$ cat src/rtl/bit_diff_arbiter.sv
// Round-robin sequencer sharing one bit_diff unit among NUM_REQ requesters.
// One job in flight: grant, launch, wait for done, then a one-cycle ack.
module bit_diff_arbiter #(
   parameter  int NUM_REQ = 4,
   parameter  int WIDTH   = 8,
   localparam int RW      = $clog2(2*WIDTH+1),
   localparam int IW      = (NUM_REQ > 1) ? $clog2(NUM_REQ) : 1
) (
   input  logic                     clk,
   input  logic                     rst,
   input  logic [NUM_REQ-1:0]       req,
   input  logic [NUM_REQ*WIDTH-1:0] req_data,
   output logic [NUM_REQ-1:0]       ack,
   output logic signed [RW-1:0]     resp_result,
   output logic [IW-1:0]            resp_id,
   output logic                     busy,
   output logic                     unit_go,
   output logic [WIDTH-1:0]         unit_data,
   input  logic signed [RW-1:0]     unit_result,
   input  logic                     unit_done
);

   typedef enum logic [1:0] {
      S_IDLE,
      S_LAUNCH,
      S_WAIT,
      S_RESPOND
   } state_t;

   localparam logic [IW:0]        NQ   = (IW+1)'(NUM_REQ);
   localparam logic [IW-1:0]      LAST = IW'(NUM_REQ-1);
   localparam logic [NUM_REQ-1:0] ONE  = NUM_REQ'(1);

   state_t          state;
   logic [IW-1:0]   ptr;
   logic [IW-1:0]   grant;
   logic [IW-1:0]   pick;
   logic            found;
   logic [IW:0]     sum;
   logic [WIDTH-1:0] pick_data;

   // Scan ptr+1, ptr+2, ... so the last winner has lowest priority.
   always_comb begin
      pick  = ptr;
      found = 1'b0;
      sum   = '0;
      for (int k = 1; k <= NUM_REQ; k++) begin
         sum = {1'b0, ptr} + (IW+1)'(k);
         if (sum >= NQ) begin
            sum = sum - NQ;
         end
         if (!found && req[sum[IW-1:0]]) begin
            pick  = sum[IW-1:0];
            found = 1'b1;
         end
      end
   end

   always_comb begin
      pick_data = '0;
      for (int i = 0; i < NUM_REQ; i++) begin
         if (pick == IW'(i)) begin
            pick_data = req_data[i*WIDTH +: WIDTH];
         end
      end
   end

   always_ff @(posedge clk or negedge rst) begin
      if (!rst) begin
         state       <= S_IDLE;
         ack         <= '0;
         resp_result <= '0;
         resp_id     <= '0;
         busy        <= 1'b0;
         unit_go     <= 1'b0;
         unit_data   <= '0;
         ptr         <= LAST;
         grant       <= '0;
      end else begin
         ack     <= '0;
         unit_go <= 1'b0;
         unique case (state)
            S_IDLE: begin
               if (found) begin
                  grant     <= pick;
                  unit_data <= pick_data;
                  unit_go   <= 1'b1;
                  busy      <= 1'b1;
                  state     <= S_LAUNCH;
               end
            end
            S_LAUNCH: begin
               state <= S_WAIT;
            end
            // done outside WAIT may be a stale level from the previous job
            S_WAIT: begin
               if (unit_done) begin
                  resp_result <= unit_result;
                  resp_id     <= grant;
                  ptr         <= grant;
                  ack         <= ONE << grant;
                  state       <= S_RESPOND;
               end
            end
            S_RESPOND: begin
               busy  <= 1'b0;
               state <= S_IDLE;
            end
            default: begin
               state <= S_IDLE;
            end
         endcase
      end
   end

endmodule

$ cat config.mk
export PLATFORM = sky130hd
export DESIGN_NAME = bit_diff_arbiter
export DESIGN_NICKNAME = d
export VERILOG_FILES = /design/src/rtl/bit_diff_arbiter.sv
export SDC_FILE = /design/constraint.sdc
export NUM_CORES = 1
export LEC_CHECK = 0
export ABC_CLOCK_PERIOD_IN_PS = 2400
export CAP_MARGIN = 20
export CORE_MARGIN = 3
export CORE_UTILIZATION = 44
export CTS_CLUSTER_DIAMETER = 40
export DETAILED_ROUTE_END_ITERATION = 7
export PLACE_DENSITY_LB_ADDON = 0.2
export SLEW_MARGIN = 20
export SYNTH_ARGS = -nofsm -noshare
export SYNTH_HDL_FRONTEND = slang
export SYNTH_SLANG_ARGS = --single-unit
$ cat constraint.sdc
create_clock -name clk -period 2.4 [get_ports clk]
set_input_delay 0.6 -clock clk [delete_from_list [all_inputs] [get_ports clk]]
set_output_delay 0.6 -clock clk [all_outputs]
set_load 0.05 [all_outputs]
==> impl_metrics.yaml, run 1 <==
global_routing:
  grt.overflow.total: 0
  track_usage: 0.214
  grt_pass1_vias: 1555
  antenna_found_initial: 0
  grt_pass1_wl_um: 7270
  grt_max_degree: 28
power:
  powerDensity_nw_per_um2: 1280
  vdd_drop_max_v: 0.000814
  p_leak_nw: 1.05
cells_and_area:
  final_cell_mix: "clkdlybuf4s50_1 (64), dfrtp_1 (25), nand2_1 (16)"
  nFillCells: 251
  area_growth_pct: 47.9
  fin_nets: 271
  fin_cells: 268
  regArea_sq_um: 678
  drive_gt1_frac: 0.212
  diodes: 0
  final_common_cell: "clkdlybuf4s50_1"
  multiInputGateArea_sq_um: 875
floorplanning:
  dieArea_sq_um: 4550
  io_pins: 65
  fp.dieW_um: 67.5
  start_util: 0.476
  core_area_sq_um: 3490
  core.rowCount: 21
  fp.dieH_um: 67.5
clock_network:
  cts_tree: "yes"
  root_buffer: "clkbuf_8"
  clockBufferDepth: 2
  clkSinkCount: 27
  cts_resized: 0
  hold_buffers: 0
  clk_pin_slew_worst_paths_ps: 90
  cts_buffers: 3
  clkLatencyLatePin_ps: 280
  cts_setup_buffers: 0
  htree_levels: 1
synth:
  yosysSeqAreaShare: 0.408
  ys.warnings.count: 0
  synth_edf_count: 0
  mappedNetlistArea_sq_um: 1660
  synth_fp_nets: 201
  async_flop_share: 1.00
  synth_flop_cell: "dfrtp_1"
  ys_ff_latch: 27
  syn_avg_cell_area_sq_um: 10.9
  synth.distinct_cells: 42
  syn_inst: 153
detailed_routing:
  highest_layer: "met4"
  route.met2.wl_um: 2290
  via_per_inst: 5.44
  wl_um: 4620
  met1_length_um: 2010
  firstDrtPassIters: 4
  num_vias: 1457
  drt_iter0_drc: 104
  antenna_left: 0
  wl_met3_um: 249
  wl_per_cell_um: 17.2
  drcViolationCount: 0
setup_path:
  start_kind: "input pin"
  crit_type: "input pin to register"
  critPathMaxFanout: 8
  arrival_ps: 2480
  critical_path_required_ps: 2570
  cp_slowest_stage_delay_ps: 600
  regToRegStartpoint: "ptr[1]"
  critPathLaunch: "req[1]"
  crit_slowest_cell: "clkdlybuf4s50_1"
  cp-end-kind: "register"
  path_cells: "clkdlybuf4s50_1 > buf_4 > nor3b_1 > a211oi_2 > a21oi_1 > o41ai_2"
timing:
  fin_crit_sh: 0.959
  hold_ws_ps: 472
  final.min_clock_period_ps: 2300
  layout_setup_ws_ps: 97.3
  setup_tns_ps: 0
  clock_skew_ps: 2.40
  max_slew_margin: 0.603
  setup_viol: 0
  rsz0062_at_grt: "no"
  worstMarginPinSlew_ps: 594
  drv_slew: 0
  max_freq_mhz: 434
  hold_viol: 0
placed_design:
  post-place-ws_ps: -187
  io_buffer_count: 64
  hpwl_um: 3470
  gp_congestion: 0.819
  dp_cells: 264
min_path:
  hp-start: "grant[0]"
  min_path_type: "register to register"
run_status:
  status: "finished, final reports clean"
job:
  maxCapViolCount: 0
## per-layer routing
layer,track usage,vias up
met4,0.0861,0
li1,-,699
met1,0.281,695
met3,0.0316,8
met5,0,-
met2,0.350,55
## worst max-delay path, delay by kind of cell
family,cells,cell delay (ps)
AO/OA/AOI/OAI,3,1040
AND/OR/NAND/NOR,1,60
buffers and inverters,2,780
## path summary, 6_finish.rpt
check                                 end  cells past startpoint  slack (ps)
setup reg to reg             unit_data[1]                      4         420
min in group asynchronous  resp_result[3]                      2         680
max in group asynchronous          ptr[1]                      2        1420
hold / removal                     ack[0]                      1         470
hold reg to reg                    ack[0]                      1         470
setup / recovery             unit_data[1]                      6         100
## power breakdown
group	internal, W	switching (W)	leakage, nW
Sequential	0.000677	0.000170	0.328
Combinational	0.000843	0.00120	0.692
Clock	0.000117	0.000149	0.0255
Total	0.00164	0.00152	1.05
## layout make-up
cell class	instances	share of cell area
Multi-Input combinational cell	107	0.356
Inverter	7	0.0107
Sequential cell	27	0.276
Timing Repair Buffer	77	0.316
Tap cell	46	0.0234
Clock buffer	3	0.0168
Clock inverter	1	0.00204
## registers in the layout, summed over array words and instances, names as in the netlist
name,count
ptr,2
ack,4
busy,1
state,2
resp_result,5
resp_id,2
unit_go,1
unit_data,8
grant,2
## Yosys cell counts (all sizes together) (2+ instances only)
cell type,count,share of area
nand3b,2,0.0090
dfstp,2,0.032
o21ai,2,0.0060
nor3,11,0.033
and2,9,0.034
a211oi,2,0.012
a21o,3,0.014
nor3b,2,0.0090
dfrtp,25,0.38
buf,10,0.045
a21oi,10,0.030
ha,4,0.030
clkbuf,2,0.0053
or3b,2,0.011
mux2,6,0.041
inv,7,0.016
mux2i,2,0.014
a221oi,8,0.072
nor2,6,0.014
nand2,16,0.036
o41ai,8,0.078
## cells by family (layout without fill, tap and decap cells)
group,count (synthesis),after routing,synth area share
simple gates,58,58,0.193
compound gates,37,37,0.248
flops,27,27,0.408
buf+inv,19,88,0.0662
mux,8,8,0.0549
fa+ha+maj,4,4,0.0301
## metrics by stage
| stage | total power, W | util | instance area (sq um) |
|---|---|---|---|
| 2_1_floorplan | 0.00222 | - | 1660 |
| 3_5_place_dp | 0.00288 | 0.690 | 2410 |
| 6_report | 0.00315 | 0.704 | 2460 |
| 4_1_cts | 0.00315 | 0.704 | 2460 |
| 5_1_grt | 0.00331 | 0.704 | 2460 |
| 3_3_place_gp | 0.00281 | 0.690 | 2410 |
Note: power is estimated with default switching activity, not from simulation.
==> inputs of run 2 (changes only) <==
--- a/config.mk
+++ b/config.mk
@@ -5,10 +5,10 @@
 export SDC_FILE = /design/constraint.sdc
 export NUM_CORES = 1
 export LEC_CHECK = 0
-export ABC_CLOCK_PERIOD_IN_PS = 2400
+export ABC_CLOCK_PERIOD_IN_PS = 2700
 export CAP_MARGIN = 20
 export CORE_MARGIN = 3
-export CORE_UTILIZATION = 44
+export CORE_UTILIZATION = 46
 export CTS_CLUSTER_DIAMETER = 40
 export DETAILED_ROUTE_END_ITERATION = 7
 export PLACE_DENSITY_LB_ADDON = 0.2
==> constraint.sdc (replaced) <==
create_clock -name clk -period 2.7 [get_ports clk]
set_input_delay 0.675 -clock clk [delete_from_list [all_inputs] [get_ports clk]]
set_output_delay 0.675 -clock clk [all_outputs]
set_load 0.05 [all_outputs]
==> run 2 against run 1 <==
Compared with the run above: non-clock buffer count is 6 lower; cell count is 2.2% lower; first-iteration DRC count is 46% lower; register-to-register slack better by 240 ps; clock-buffer cell count stayed put; clock skew is 0.52 ps lower; highest routed layer unchanged; setup slack better by 310 ps; sequential power is 11% lower; sequential share of layout area is 1.0 points higher; die area is 4.0% lower; wire length is 3.4% lower; critical path depth is 1 lower.
==> impl_metrics.yaml, run 2 (synthesized netlist as in run 1, its figures left out) <==
cells_and_area:
  reg_top3: "unit_data (8), resp_result (5), ack (4)"
  fin_nets: 265
  top_register: "unit_data"
  drive_gt1_frac: 0.190
  fin_area_sq_um: 2370
  area_growth_pct: 42.5
  largest_reg_flops: 8
  regArea_sq_um: 678
  multiInputGateArea_sq_um: 875
  final_cell_mix: "clkdlybuf4s50_1 (64), dfrtp_1 (25), nand2_1 (16)"
  final_common_cell: "clkdlybuf4s50_1"
  fin_cells: 262
  diodes: 0
  nFillCells: 273
power:
  p_leak_nw: 0.999
  powerDensity_nw_per_um2: 1120
  vdd_drop_max_v: 0.000683
timing:
  worstMarginPinSlew_ps: 525
  max_freq_mhz: 437
  clock_skew_ps: 1.88
  max_slew_margin: 0.649
  final.min_clock_period_ps: 2290
  setup_viol: 0
  fin_crit_sh: 0.848
  rsz0062_at_grt: "no"
  layout_setup_ws_ps: 410
  drv_slew: 0
  hold_viol: 0
  setup_tns_ps: 0
setup_path:
  crit_slowest_cell: "clkdlybuf4s50_1"
  path_cells: "clkdlybuf4s50_1 > or3b_2 > and4_1 > nor3_1 > o41ai_2"
  start_kind: "input pin"
  critPathMaxFanout: 9
  crit_type: "input pin to register"
  regToRegStartpoint: "ptr[1]"
  arrival_ps: 2500
  critPathLaunch: "req[3]"
  cp_slowest_stage_delay_ps: 650
  cp-end-kind: "register"
  critical_path_required_ps: 2910
clock_network:
  root_buffer: "clkbuf_4"
  hold_buffers: 0
  cts_resized: 0
  clkSinkCount: 27
  htree_levels: 1
  cts_buffers: 3
  cts_tree: "yes"
  clockBufferDepth: 2
  clkLatencyLatePin_ps: 320
  cts_setup_buffers: 0
  clk_pin_slew_worst_paths_ps: 140
detailed_routing:
  firstDrtPassIters: 4
  wl_um: 4460
  drt_iter0_drc: 56
  antenna_left: 0
  wl_per_cell_um: 17.0
  num_vias: 1446
  drcViolationCount: 0
  via_per_inst: 5.52
floorplanning:
  dieArea_sq_um: 4370
  fp.dieW_um: 66.1
  core.rowCount: 21
  core_area_sq_um: 3420
  fp.dieH_um: 66.1
  io_pins: 65
  start_util: 0.487
global_routing:
  grt_pass1_vias: 1451
  track_usage: 0.211
  grt_pass1_wl_um: 7100
  grt_max_degree: 28
  grt.overflow.total: 0
  antenna_found_initial: 0
placed_design:
  dp_cells: 258
  place_area_sq_um: 2340
  gp_congestion: 0.894
  hpwl_um: 3470
  post-place-ws_ps: 73.2
  io_buffer_count: 64
min_path:
  min_path_type: "register to register"
  hp-start: "grant[0]"
run_status:
  status: "finished, final reports clean"
job:
  maxCapViolCount: 0
==> run 2: changes by cell type in the layout (fill, tap and decap cells not counted) <==
cell,delta
buf_12,-2
buf_4,-4
clkbuf_4,+3
clkbuf_8,-3
==> run 2: stage by stage <==
stage	utilization	power (W)	hold WS, ps
after floorplan	-	0.00197	379
after global placement	0.686	0.00243	455
after detailed placement	0.686	0.00249	439
after CTS	0.694	0.00267	471
after global routing	0.694	0.00281	487
final	0.694	0.00265	473
==> run 2: cell type report <==
| type | count | share of cell area |
|---|---|---|
| flip-flops and latches | 27 | 0.286 |
| well taps | 46 | 0.0243 |
| multi-input cells | 107 | 0.369 |
| clock buffers | 3 | 0.00950 |
| clock inverters | 1 | 0.00211 |
| repair buffers | 71 | 0.298 |
| inverters | 7 | 0.0111 |
==> run 2: per-layer routing <==
| metal | GRT usage | wire, um |
|---|---|---|
| met4 | 0.0584 | 47 |
| met1 | 0.283 | 1880 |
| met3 | 0.0425 | 278 |
| met5 | 0 | 0 |
| met2 | 0.344 | 2260 |
==> run 2: report_power, final <==
| part | internal [W] | total, W | switching, W | leakage [nW] |
|---|---|---|---|---|
| Clock | 0.0000555 | 0.000169 | 0.000113 | 0.0177 |
| Combinational | 0.000688 | 0.00173 | 0.00104 | 0.654 |
| Sequential | 0.000600 | 0.000752 | 0.000152 | 0.328 |
==> run 2: final timing paths <==
check,endpoint,slack (ps),cells after the start
worst max-delay path,unit_data[2],410,5
worst max register to register,unit_data[2],660,5
max in group asynchronous,ptr[0],1710,2
min in group asynchronous,unit_go,700,2
worst min-delay path,ack[2],470,1
worst min register to register,ack[2],470,1
==> run 2: worst max-delay path: cells and delay by family <==
family                 cells  cell delay [ps]
AND/OR/NAND/NOR            3             1080
buffers and inverters      1              650
AO/OA/AOI/OAI              1              100
